==> src/rtl/phase_ramp_if.sv <==
// ---------------------------------------------------------------------------
// phase_ramp_if
// Groups the sample stream, phase-control inputs and phase-tagged output of
// phase_ramp_gen. Clock and reset remain plain module ports.
//
//   enable        : pipeline advance (low = everything holds)
//   freq_offset   : signed per-sample phase increment (PI_VAL scaling)
//   freq_valid    : load freq_offset as the new increment
//   sync          : packet start, restarts the phase ramp
//   freeze        : hold the accumulator while samples keep flowing
//   in_i/in_q     : input sample, qualified by input_strobe
//   out_i/out_q   : delayed sample, qualified by output_strobe
//   phase         : signed phase attached to that output sample
//   sample_count  : samples accepted since the last sync (saturating)
//
// CNT_WIDTH must match the CNT_WIDTH of the phase_ramp_gen it is bound to.
// ---------------------------------------------------------------------------
interface phase_ramp_if #(
    parameter int CNT_WIDTH = 16
);
    logic                 enable;
    logic signed [15:0]   freq_offset;
    logic                 freq_valid;
    logic                 sync;
    logic                 freeze;
    logic [15:0]          in_i;
    logic [15:0]          in_q;
    logic                 input_strobe;
    logic [15:0]          out_i;
    logic [15:0]          out_q;
    logic signed [31:0]   phase;
    logic                 output_strobe;
    logic [CNT_WIDTH-1:0] sample_count;

    // Driver side (sample source / controller).
    modport master (
        output enable, freq_offset, freq_valid, sync, freeze,
        output in_i, in_q, input_strobe,
        input  out_i, out_q, phase, output_strobe, sample_count
    );

    // Phase ramp generator side.
    modport slave (
        input  enable, freq_offset, freq_valid, sync, freeze,
        input  in_i, in_q, input_strobe,
        output out_i, out_q, phase, output_strobe, sample_count
    );
endinterface

==> src/rtl/phase_ramp_gen.sv <==
// ---------------------------------------------------------------------------
// phase_ramp_gen
// Attaches a linearly advancing phase to every sample of a packet. A signed
// increment (saturated to +/-PI_VAL) is added to an 18-bit accumulator once
// per accepted sample; the accumulator wraps into [-PI_VAL, PI_VAL]. Samples
// leave two enabled cycles after they arrive, paired with the phase they were
// given on entry.
//
// Ports:
//   clock : sole clock, rising edge
//   reset : synchronous, active low (0 = reset)
//   bus   : phase_ramp_if.slave (controls, input sample, output sample,
//           phase, output_strobe, sample_count)
// ---------------------------------------------------------------------------
module phase_ramp_gen #(
    parameter int PI_VAL    = 1608,
    parameter int CNT_WIDTH = 16
) (
    input  logic          clock,
    input  logic          reset,
    phase_ramp_if.slave   bus
);
    localparam int AW    = 18;  // accumulator width
    localparam int DEPTH = 2;   // input-to-output latency in enabled cycles

    localparam logic signed [AW-1:0] PI_A     = AW'(PI_VAL);
    localparam logic signed [AW:0]   PI_W     = (AW + 1)'(PI_VAL);
    localparam logic signed [AW:0]   TWO_PI_W = (AW + 1)'(2 * PI_VAL);

    typedef enum logic [1:0] {
        IDLE = 2'd0,
        RUN  = 2'd1,
        HOLD = 2'd2
    } state_t;

    state_t                 state_q, state_d;
    logic signed [AW-1:0]   acc_q, acc_d;
    logic signed [AW-1:0]   inc_q, inc_d;
    logic [CNT_WIDTH-1:0]   count_q, count_d;

    logic                   accept;
    logic                   accumulate;
    logic signed [AW-1:0]   freq_ext;
    logic signed [AW-1:0]   freq_sat;
    logic signed [AW-1:0]   acc_base;
    logic signed [AW-1:0]   inc_step;
    logic signed [AW:0]     sum;
    logic signed [AW:0]     wrapped;

    // -----------------------------------------------------------------
    // Phase datapath
    // -----------------------------------------------------------------
    always_comb begin
        accept   = bus.enable && bus.input_strobe;
        freq_ext = {{(AW - 16){bus.freq_offset[15]}}, bus.freq_offset};

        if (freq_ext > PI_A) begin
            freq_sat = PI_A;
        end else if (freq_ext < -PI_A) begin
            freq_sat = -PI_A;
        end else begin
            freq_sat = freq_ext;
        end

        // sync restarts the ramp in the same cycle, so a sample arriving
        // with sync sees phase 0 and the step builds on zero.
        acc_base = bus.sync ? '0 : acc_q;

        // A fresh increment only takes part in this cycle's step when it
        // arrives together with sync; otherwise it applies from the next step.
        inc_step = (bus.sync && bus.freq_valid) ? freq_sat : inc_q;

        // One extra bit holds the raw sum (|sum| <= 2*PI_VAL) before wrapping.
        sum = {acc_base[AW-1], acc_base} + {inc_step[AW-1], inc_step};
        if (sum > PI_W) begin
            wrapped = sum - TWO_PI_W;
        end else if (sum < -PI_W) begin
            wrapped = sum + TWO_PI_W;
        end else begin
            wrapped = sum;
        end

        // freeze acts on the sample presented with it, so the update is
        // gated by the live input rather than by the registered HOLD state.
        accumulate = accept && (state_q != IDLE || bus.freq_valid) && !bus.freeze;
    end

    // -----------------------------------------------------------------
    // Next-state / control
    // -----------------------------------------------------------------
    always_comb begin
        state_d = state_q;
        acc_d   = acc_q;
        inc_d   = inc_q;
        count_d = count_q;

        if (bus.enable) begin
            unique case (state_q)
                IDLE:    if (bus.freq_valid) state_d = RUN;
                RUN:     if (bus.freeze)     state_d = HOLD;
                HOLD:    if (!bus.freeze)    state_d = RUN;
                default:                     state_d = IDLE;
            endcase

            if (bus.freq_valid) begin
                inc_d = freq_sat;
            end

            if (bus.sync) begin
                acc_d   = '0;
                count_d = '0;
            end

            if (accept) begin
                if (bus.sync) begin
                    count_d = CNT_WIDTH'(1);
                end else if (count_q != {CNT_WIDTH{1'b1}}) begin
                    count_d = count_q + CNT_WIDTH'(1);
                end
            end

            if (accumulate) begin
                acc_d = wrapped[AW-1:0];
            end
        end
    end

    always_ff @(posedge clock) begin
        if (!reset) begin
            state_q <= IDLE;
            acc_q   <= '0;
            inc_q   <= '0;
            count_q <= '0;
        end else begin
            state_q <= state_d;
            acc_q   <= acc_d;
            inc_q   <= inc_d;
            count_q <= count_d;
        end
    end

    // -----------------------------------------------------------------
    // Sample pipeline. Stage 0 captures the sample with its phase; the last
    // stage drives the outputs. The last stage's strobe drops whenever
    // enable is low so a held sample is never presented twice.
    // -----------------------------------------------------------------
    genvar gi;
    generate
        for (gi = 0; gi < DEPTH; gi++) begin : g_stage
            logic                 vld_q, vld_d, vld_in;
            logic [15:0]          i_q, i_d, i_in;
            logic [15:0]          q_q, q_d, q_in;
            logic signed [AW-1:0] ph_q, ph_d, ph_in;

            if (gi == 0) begin : g_src
                assign vld_in = bus.input_strobe;
                assign i_in   = bus.in_i;
                assign q_in   = bus.in_q;
                assign ph_in  = acc_base;  // zero in IDLE since acc stays 0
            end else begin : g_src
                assign vld_in = g_stage[gi-1].vld_q;
                assign i_in   = g_stage[gi-1].i_q;
                assign q_in   = g_stage[gi-1].q_q;
                assign ph_in  = g_stage[gi-1].ph_q;
            end

            always_comb begin
                vld_d = (gi == DEPTH - 1) ? 1'b0 : vld_q;
                i_d   = i_q;
                q_d   = q_q;
                ph_d  = ph_q;
                if (bus.enable) begin
                    vld_d = vld_in;
                    i_d   = i_in;
                    q_d   = q_in;
                    ph_d  = ph_in;
                end
            end

            always_ff @(posedge clock) begin
                if (!reset) begin
                    vld_q <= 1'b0;
                    i_q   <= '0;
                    q_q   <= '0;
                    ph_q  <= '0;
                end else begin
                    vld_q <= vld_d;
                    i_q   <= i_d;
                    q_q   <= q_d;
                    ph_q  <= ph_d;
                end
            end
        end
    endgenerate

    assign bus.output_strobe = g_stage[DEPTH-1].vld_q;
    assign bus.out_i         = g_stage[DEPTH-1].i_q;
    assign bus.out_q         = g_stage[DEPTH-1].q_q;
    assign bus.phase         = {{(32 - AW){g_stage[DEPTH-1].ph_q[AW-1]}}, g_stage[DEPTH-1].ph_q};
    assign bus.sample_count  = count_q;

endmodule

==> src/flat_wrapper.sv <==
// flat-port wrapper written by rule: the top's interface ports become plain ports
module phase_ramp_gen_flat 
#(
    parameter int PI_VAL    = 1608,
    parameter int CNT_WIDTH = 16
)
  (clock, reset, bus_enable, bus_freq_offset, bus_freq_valid, bus_sync, bus_freeze, bus_in_i, bus_in_q, bus_input_strobe, bus_out_i, bus_out_q, bus_phase, bus_output_strobe, bus_sample_count);
  phase_ramp_if #(.CNT_WIDTH(CNT_WIDTH)) bus_i ();
  input  logic clock;
  input  logic reset;
  input wire logic [$bits(bus_i.enable)-1:0] bus_enable;
  input wire logic [$bits(bus_i.freq_offset)-1:0] bus_freq_offset;
  input wire logic [$bits(bus_i.freq_valid)-1:0] bus_freq_valid;
  input wire logic [$bits(bus_i.sync)-1:0] bus_sync;
  input wire logic [$bits(bus_i.freeze)-1:0] bus_freeze;
  input wire logic [$bits(bus_i.in_i)-1:0] bus_in_i;
  input wire logic [$bits(bus_i.in_q)-1:0] bus_in_q;
  input wire logic [$bits(bus_i.input_strobe)-1:0] bus_input_strobe;
  output wire logic [$bits(bus_i.out_i)-1:0] bus_out_i;
  output wire logic [$bits(bus_i.out_q)-1:0] bus_out_q;
  output wire logic [$bits(bus_i.phase)-1:0] bus_phase;
  output wire logic [$bits(bus_i.output_strobe)-1:0] bus_output_strobe;
  output wire logic [$bits(bus_i.sample_count)-1:0] bus_sample_count;
  assign bus_i.enable = bus_enable;
  assign bus_i.freq_offset = bus_freq_offset;
  assign bus_i.freq_valid = bus_freq_valid;
  assign bus_i.sync = bus_sync;
  assign bus_i.freeze = bus_freeze;
  assign bus_i.in_i = bus_in_i;
  assign bus_i.in_q = bus_in_q;
  assign bus_i.input_strobe = bus_input_strobe;
  assign bus_out_i = bus_i.out_i;
  assign bus_out_q = bus_i.out_q;
  assign bus_phase = bus_i.phase;
  assign bus_output_strobe = bus_i.output_strobe;
  assign bus_sample_count = bus_i.sample_count;
  phase_ramp_gen #(.PI_VAL(PI_VAL), .CNT_WIDTH(CNT_WIDTH)) u_core (.clock(clock), .reset(reset), .bus(bus_i));
endmodule
==> config.mk <==
export PLATFORM = sky130hd
export DESIGN_NAME = phase_ramp_gen_flat
export DESIGN_NICKNAME = d
export VERILOG_FILES = /design/src/rtl/phase_ramp_if.sv /design/src/rtl/phase_ramp_gen.sv /design/src/flat_wrapper.sv
export SDC_FILE = /design/constraint.sdc
export NUM_CORES = 1
export LEC_CHECK = 0
export ABC_AREA = 0
export ABC_CLOCK_PERIOD_IN_PS = 12900
export CORE_ASPECT_RATIO = 1.4
export CORE_MARGIN = 2
export CORE_UTILIZATION = 35
export CTS_CLUSTER_DIAMETER = 40
export DETAILED_ROUTE_END_ITERATION = 16
export PLACE_DENSITY = 0.55
export SYNTH_ARGS = -nofsm -noshare
export SYNTH_HDL_FRONTEND = slang
export SYNTH_SLANG_ARGS = --single-unit
==> constraint.sdc <==
create_clock -name clock -period 12.9 [get_ports clock]
set_input_delay 3.225 -clock clock [delete_from_list [all_inputs] [get_ports clock]]
set_output_delay 3.225 -clock clock [all_outputs]
set_load 0.01 [all_outputs]
==> results of run 1 <==
## per-layer routing
layer	GRT usage	part of all wire	up-vias
met5	0	0	-
met4	0.0870	0.040	0
met3	0.0359	0.032	42
met2	0.304	0.52	121
met1	0.184	0.41	3172
li1	-	-	3470
## area by class of cell
| cell class | instances | area [µm²] | area share |
|---|---|---|---|
| multi-input combinational | 695 | 4810 | 0.464 |
| tap | 306 | 383 | 0.0369 |
| clock buffer | 19 | 453 | 0.0437 |
| clock inverter | 13 | 213 | 0.0205 |
| sequential | 154 | 3080 | 0.297 |
| inverter | 16 | 60.1 | 0.00579 |
| timing repair buffer | 138 | 1370 | 0.132 |
## registers in the layout, summed over array words and instances, names as in the netlist
| signal | cells |
|---|---|
| u_core.inc_q | 16 |
| u_core.bus.sample_count | 16 |
| u_core.bus.out_i | 16 |
| u_core.g_stage.q_q | 16 |
| u_core.g_stage.ph_q | 36 |
| u_core.g_stage.vld_q | 1 |
| u_core.bus.output_strobe | 1 |
| u_core.bus.out_q | 16 |
| u_core.acc_q | 18 |
| u_core.state_q | 2 |
| u_core.g_stage.i_q | 16 |
## cells by family after synthesis
kind of cell,after synthesis,share of synthesized area
AO/OA/AOI/OAI,194,0.163
XOR/XNOR,25,0.0272
multiplexers,103,0.124
buffers and inverters,84,0.0527
AND/OR/NAND/NOR,350,0.227
adder cells (fa/ha/maj),23,0.0354
flip-flops,154,0.370
## metrics by stage
| step | instances | setup slack [ps] | instance area [µm²] | hold slack (ps) |
|---|---|---|---|---|
| 3_5_place_dp | 1309 | 3850 | 9700 | 452 |
| 2_1_floorplan | 933 | 5200 | 8330 | 434 |
| 3_3_place_gp | 1309 | 3930 | 9700 | 443 |
| 5_1_grt | 1341 | 3740 | 10400 | 489 |
| 4_1_cts | 1341 | 4290 | 10400 | 467 |
| 6_report | 1341 | 4250 | 10400 | 464 |
## worst max-delay path: stages
cell             delay (ps)
clkdlybuf4s50_1         430
o31a_1                  300
o31a_1                  230
o311ai_0                380
a21oi_1                 270
nor2_1                  220
nand2_1                  90
o21ai_0                 290
ha_1                    240
inv_1                    50
fa_1                    390
nand2b_1                190
a21bo_2                 250
a211o_1                 260
a221oi_1                690
o21bai_1                330
nor4_4                  110
a21oi_2                 550
a221oi_1                190
a221o_1                 290
## where the power goes
| group | switching (mW) | internal (mW) | leakage, nW |
|---|---|---|---|
| registers | 0.00689 | 0.489 | 1.25 |
| clock network | 0.208 | 0.355 | 0.317 |
| logic | 0.0788 | 0.0669 | 2.47 |
## worst max-delay path by stage
stage | to | slack (ps) | start
after floorplan | u_core.acc_q[14] | 5200 | bus_freq_offset[0]
after global placement | u_core.acc_q[8] | 3930 | bus_freq_offset[0]
after detailed placement | u_core.acc_q[12] | 3850 | bus_freq_offset[0]
after CTS | u_core.acc_q[7] | 4290 | bus_freq_offset[0]
after global routing | u_core.acc_q[12] | 3740 | bus_freq_offset[0]
final | u_core.acc_q[8] | 4250 | bus_freq_offset[0]
## placed cells by master, fill, tap and decap left out, types with 7 or more instances in the layout
cell and n:
nor2b_1 126, a22oi_1 7, nand4_1 10, nand3_1 20
and3_1 7, clkdlybuf4s50_1 133, dfxtp_1 154, xor2_1 14
clkbuf_16 17, ha_1 22, nor3_1 13, a221o_1 7
nand2_1 81, or3_1 8, inv_1 16, a21oi_1 35
o21ai_0 56, mux2i_1 102, nor2_1 40, o211ai_1 11
xnor2_1 10, and2_1 15
==> summary.md, run 1 <==
| Metric | Value |
|---|---|
| Crit. End Element | `flop` |
| R2R Setup Slk | `around 8500 ps` |
| Worst-Skew Late Latency | `between 400 and 500 ps` |
| Vias | `just under 7000` |
| Fin. max-slew vios | `0` |
| Synth warn | `0` |
| WP data required | `13220 ps` |
| Ant diodes | `0` |
| Yosys top cell by area | `dfxtp_1` |
| Worst hold stages | `1` |
| DP HPWL | `15500 µm` |
| Core area | `23300 µm²` |
| Depth of the worst register-to-register path | `10` |
| Setup CP Type | `input port to flop` |
| Fillers | `2342` |
| Post-route DRC violation count | `0` |
| Hold Violations, Final | `0` |
| Setup violators final | `0` |
| Syn avg cell area | `8.93 µm²` |
| Tcrit/Tclk final | `0.671` |
| Reg-to-reg startpoint | `u_core.acc_q[11]` |
| Post-synth top area share | `0.370` |
| Syn nets | `1011` |
| Post-Syn Instances | `933` |
| RR Endpoint | `u_core.acc_q[7]` |
| Final Util | `0.445` |
| H-tree Lvls | `4` |
| Port bufs | `135` |
| Clock Sinks | `154` |
| Via density | `~5.1` |
| Worst-path fanout max | `13` |
| Post-synth top cells | `dfxtp_1, nor2b_1, mux2i_1, nand2_1, o21ai_0` |
| Nets | `between 1000 and 1500` |
| Clock Tree Root | `clkbuf_16` |
| Netlist cell types | `78` |
| Pin count of the biggest net entering global routing | `between 80 and 90` |
| Fmax | `around 120 MHz` |
| Initial Utilization | `0.358` |
| CP arrival | `about 9000 ps` |
| Synth top area cells | `dfxtp_1, mux2i_1, nor2b_1` |
| Final WL | `around 21000 µm` |
| Worst Setup Start Kind | `input port` |
| Die Ht | `around 190 µm` |
| Pwr Total | `roughly 1.2 mW` |
| 1st-pass router iterations | `5` |
| Synth Flop Type | `dfxtp_1` |
| Pwr per Cell Area | `roughly 120 nW/µm²` |
| Die width | `~130 µm` |
| Area Overhead vs Synth | `24.5%` |
| DIE AREA | `approximately 25000 µm²` |
| CTS max path bufs | `2` |
| Fraction of registers with async set/reset | `0` |
| First-pass GRT wire length | `between 30000 and 40000 µm` |
| RSZ-0062 raised after global routing | `no` |
| Min-delay src | `u_core.acc_q[4]` |
| CTS Buf Count | `17` |
| Worst slew pin tran | `slightly below 1000 ps` |
| Post-CTS setup buffer count | `0` |
| Hold buffer count at CTS | `0` |
| Share of cells above drive strength 1 | `0.0609` |
| CTS tree | `done` |
| Clk slew on worst S/H paths | `70 ps` |
| Vias in the first global route | `roughly 6700` |
| Core Rows | `between 60 and 70` |
| Post-CTS Resized | `0` |
| Hold endpoint | `u_core.acc_q[4]` |
| Leakage | `a little over 4 nW` |
| IO Pins | `136` |
| Status | `finished clean` |
| Setup TNS | `0 ps` |
| Remaining antenna violation count | `0` |
| Sequential-to-total area share from yosys stat | `0.370` |
| Number of synthesized register bits | `154` |
| Antenna violations before repair | `0` |
| GRT Total Usage | `0.169` |
| DR WL/cell | `roughly 16 µm` |
| Max cap viols | `0` |
| Slew headroom | `0.337` |
| Remaining global-route overflow | `0` |
| Synthesized area | `approximately 8300 µm²` |
| Peak supply drop | `around 90 µV` |
| Tmin final | `between 8000 and 9000 ps` |
| Hold crit path type | `flop to flop` |
| EDFF count, synth | `0` |
| DRT iter0 DRCs | `292` |
| Most frequent cell after synthesis | `dfxtp_1` |
| Placer Congestion | `about 0.85` |
| Clk_skew | `about 8.4 ps` |
Power figures use the tool's default switching activity.
==> inputs of run 2 (changes only) <==
--- a/config.mk
+++ b/config.mk
@@ -6,7 +6,7 @@
 export NUM_CORES = 1
 export LEC_CHECK = 0
 export ABC_AREA = 0
-export ABC_CLOCK_PERIOD_IN_PS = 12900
+export ABC_CLOCK_PERIOD_IN_PS = 8189
 export CORE_ASPECT_RATIO = 1.4
 export CORE_MARGIN = 2
 export CORE_UTILIZATION = 35
==> constraint.sdc (replaced) <==
create_clock -name clock -period 8.19 [get_ports clock]
set_input_delay 2.0475 -clock clock [delete_from_list [all_inputs] [get_ports clock]]
set_output_delay 2.0475 -clock clock [all_outputs]
set_load 0.01 [all_outputs]
==> run 2 against run 1 <==
Largest power group unchanged. Clock skew barely moved. Cell area down 0.20%. Global-route usage grew 0.10 points. Combinational power up 59%. Clock power rose by 46%. Sequential power increased by 57%. Critical path type unchanged. Via count is 0.90% lower. Die area did not move. Hold slack got worse by 7.2 ps. Utilization down 0.091 points. Routed wire length grew 0.45%.
==> summary.md, run 2 (same netlist as run 1, synthesis figures left out) <==
| Metric | Value |
|---|---|
| Hold Violations, Final | `0 (unchanged)` |
| IO Pins | `136 (unchanged)` |
| Placed cell areas | `9730 µm² (was 9700 µm²)` |
| DRT iter0 DRCs | `336 (was 292)` |
| Placed cells | `1313 (was 1309)` |
| Max FFs per register | `36 (unchanged)` |
| Initial Utilization | `0.358 (unchanged)` |
| Peak supply drop | `153 µV (was 89.9 µV)` |
| Leakage | `4.03 nW (about the same)` |
| Clk slew on worst S/H paths | `60 ps (was 70 ps)` |
| Status | `finished clean (unchanged)` |
| Die Ht | `187 µm (unchanged)` |
| Slew headroom | `0.261 (was 0.337)` |
| Largest regs | `u_core.g_stage.ph_q: 36 flops, u_core.acc_q: 18 flops (unchanged)` |
| Fin. max-slew vios | `0 (unchanged)` |
| Placer Congestion | `0.890 (was 0.851)` |
| CTS tree | `done (unchanged)` |
| Post-CTS Resized | `0 (unchanged)` |
| Hold buffer count at CTS | `0 (unchanged)` |
| Top reg by flops | `u_core.g_stage.ph_q (unchanged)` |
| Vias in the first global route | `6444 (was 6686)` |
| DP HPWL | `15600 µm (was 15500 µm)` |
| WP data required | `8510 ps (was 13220 ps)` |
| Share of cells above drive strength 1 | `0.0635 (was 0.0609)` |
| Final WL | `21500 µm (was 21400 µm)` |
| Final hold slack | `457 ps (was 464 ps)` |
| Pwr Total | `1.83 mW (was 1.20 mW)` |
| Die width | `134 µm (unchanged)` |
| CP arrival | `7640 ps (was 8980 ps)` |
| Setup TNS | `0 ps (unchanged)` |
| Most common cell after layout, fill and taps aside | `dfxtp_1 (unchanged)` |
| Worst Setup Start Kind | `input port (unchanged)` |
| Pwr per Cell Area | `177 nW/µm² (was 116 nW/µm²)` |
| Worst slew pin tran | `1110 ps (was 994 ps)` |
| First-pass GRT wire length | `34000 µm (was 33900 µm)` |
| Hold crit path type | `flop to flop (unchanged)` |
| Post-CTS setup buffer count | `0 (unchanged)` |
| Cell area after layout | `10300 µm² (was 10400 µm²)` |
| Tmin final | `7320 ps` |
| Max cap viols | `0 (unchanged)` |
| RSZ-0062 raised after global routing | `no (unchanged)` |
| Fmax | `roughly 140 MHz` |
| Area Overhead vs Synth | `24.2% (was 24.5%)` |
| 1st-pass router iterations | `5 (unchanged)` |
| CTS max path bufs | `2 (unchanged)` |
| Tcrit/Tclk final | `0.894` |
| DR WL/cell | `16.0 µm (was 15.9 µm)` |
| R2R Setup Slk | `4120 ps (was 8450 ps)` |
| Worst-path fanout max | `7 (was 13)` |
| GRT Total Usage | `0.170 (was 0.169)` |
| Post-route DRC violation count | `0 (unchanged)` |
| Worst-Skew Late Latency | `430 ps (about the same)` |
| DIE AREA | `25100 µm² (unchanged)` |
| Remaining antenna violation count | `0 (unchanged)` |
| H-tree Lvls | `4 (unchanged)` |
| Clk_skew | `8.20 ps (was 8.41 ps)` |
| Core area | `23300 µm² (unchanged)` |
| Antenna violations before repair | `0 (unchanged)` |
| Setup CP Type | `input port to flop (unchanged)` |
| Clock Sinks | `154 (unchanged)` |
| Via density | `5.01 (was 5.07)` |
| Port bufs | `135 (unchanged)` |
| Pin count of the biggest net entering global routing | `121 (was 86)` |
| Clock Tree Root | `clkbuf_16 (unchanged)` |
| Vias | `6744 (was 6805)` |
| Setup violators final | `0 (unchanged)` |
| Final cell count without fillers | `1345 (was 1341)` |
| Ant diodes | `0 (unchanged)` |
| Crit. End Element | `flop (unchanged)` |
| Core Rows | `66 (unchanged)` |
| CTS Buf Count | `17 (unchanged)` |
| Nets | `1104 (was 1100)` |
| Most frequent cells in the layout | `dfxtp_1, clkdlybuf4s50_1, nor2b_1 (unchanged)` |
| Remaining global-route overflow | `0 (unchanged)` |
[run 2: through the flow]
step | utilization | worst slack, ps
floorplan | - | 1670
global placement | 0.418 | 555
detailed placement | 0.418 | 468
CTS | 0.444 | 914
global route | 0.444 | 353
finish | 0.444 | 870
[run 2: metal layers]
metal / wire length [µm] / share of wire / GRT usage / up-vias
li1: - / - / - / 3479
met1: 9240 / 0.43 / 0.198 / 3151
met2: 11000 / 0.51 / 0.301 / 90
met3: 522 / 0.024 / 0.0272 / 24
met4: 665 / 0.031 / 0.0810 / 0
met5: 0 / 0 / 0 / -
[run 2: worst max-delay path, stage by stage]
cell             delay (ps)
clkdlybuf4s50_1         420
o31a_1                  290
o31a_1                  230
o311ai_0                370
a21oi_1                 270
nor2_1                  220
nand2_1                  80
o21ai_0                 310
ha_1                    240
inv_1                    50
fa_1                    390
nand2b_1                190
a21oi_1                 170
xor2_1                  430
ha_1                    280
inv_1                    60
o32ai_1                 550
a311o_1                 310
nand2_1                  60
a21oi_1                 260
a221oi_1                130
a221o_1                 280
[run 2: worst paths after layout]
| kind | startpoint | depth (start not counted) | end |
|---|---|---|---|
| worst min-delay path | u_core.acc_q[9] | 1 | u_core.acc_q[9] |
| worst max register to register | u_core.acc_q[10] | 11 | u_core.acc_q[7] |
| worst max-delay path | bus_freq_offset[0] | 22 | u_core.acc_q[16] |
| worst min register to register | u_core.acc_q[9] | 1 | u_core.acc_q[9] |
[run 2: report_power, final]
group / total (mW) / internal [mW] / switching, mW
Sequential: 0.781 / 0.770 / 0.0107
Combinational: 0.232 / 0.107 / 0.124
Clock: 0.821 / 0.488 / 0.334
Total: 1.83 / 1.37 / 0.469
[run 2: final cells by class]
class,count,area [µm²]
Multi-Input combinational cell,695,4810
Fill cell,2346,12900
Inverter,16,60.1
Sequential cell,154,3080
Tap cell,306,383
Clock inverter,10,130
Timing Repair Buffer,142,1400
Clock buffer,22,484
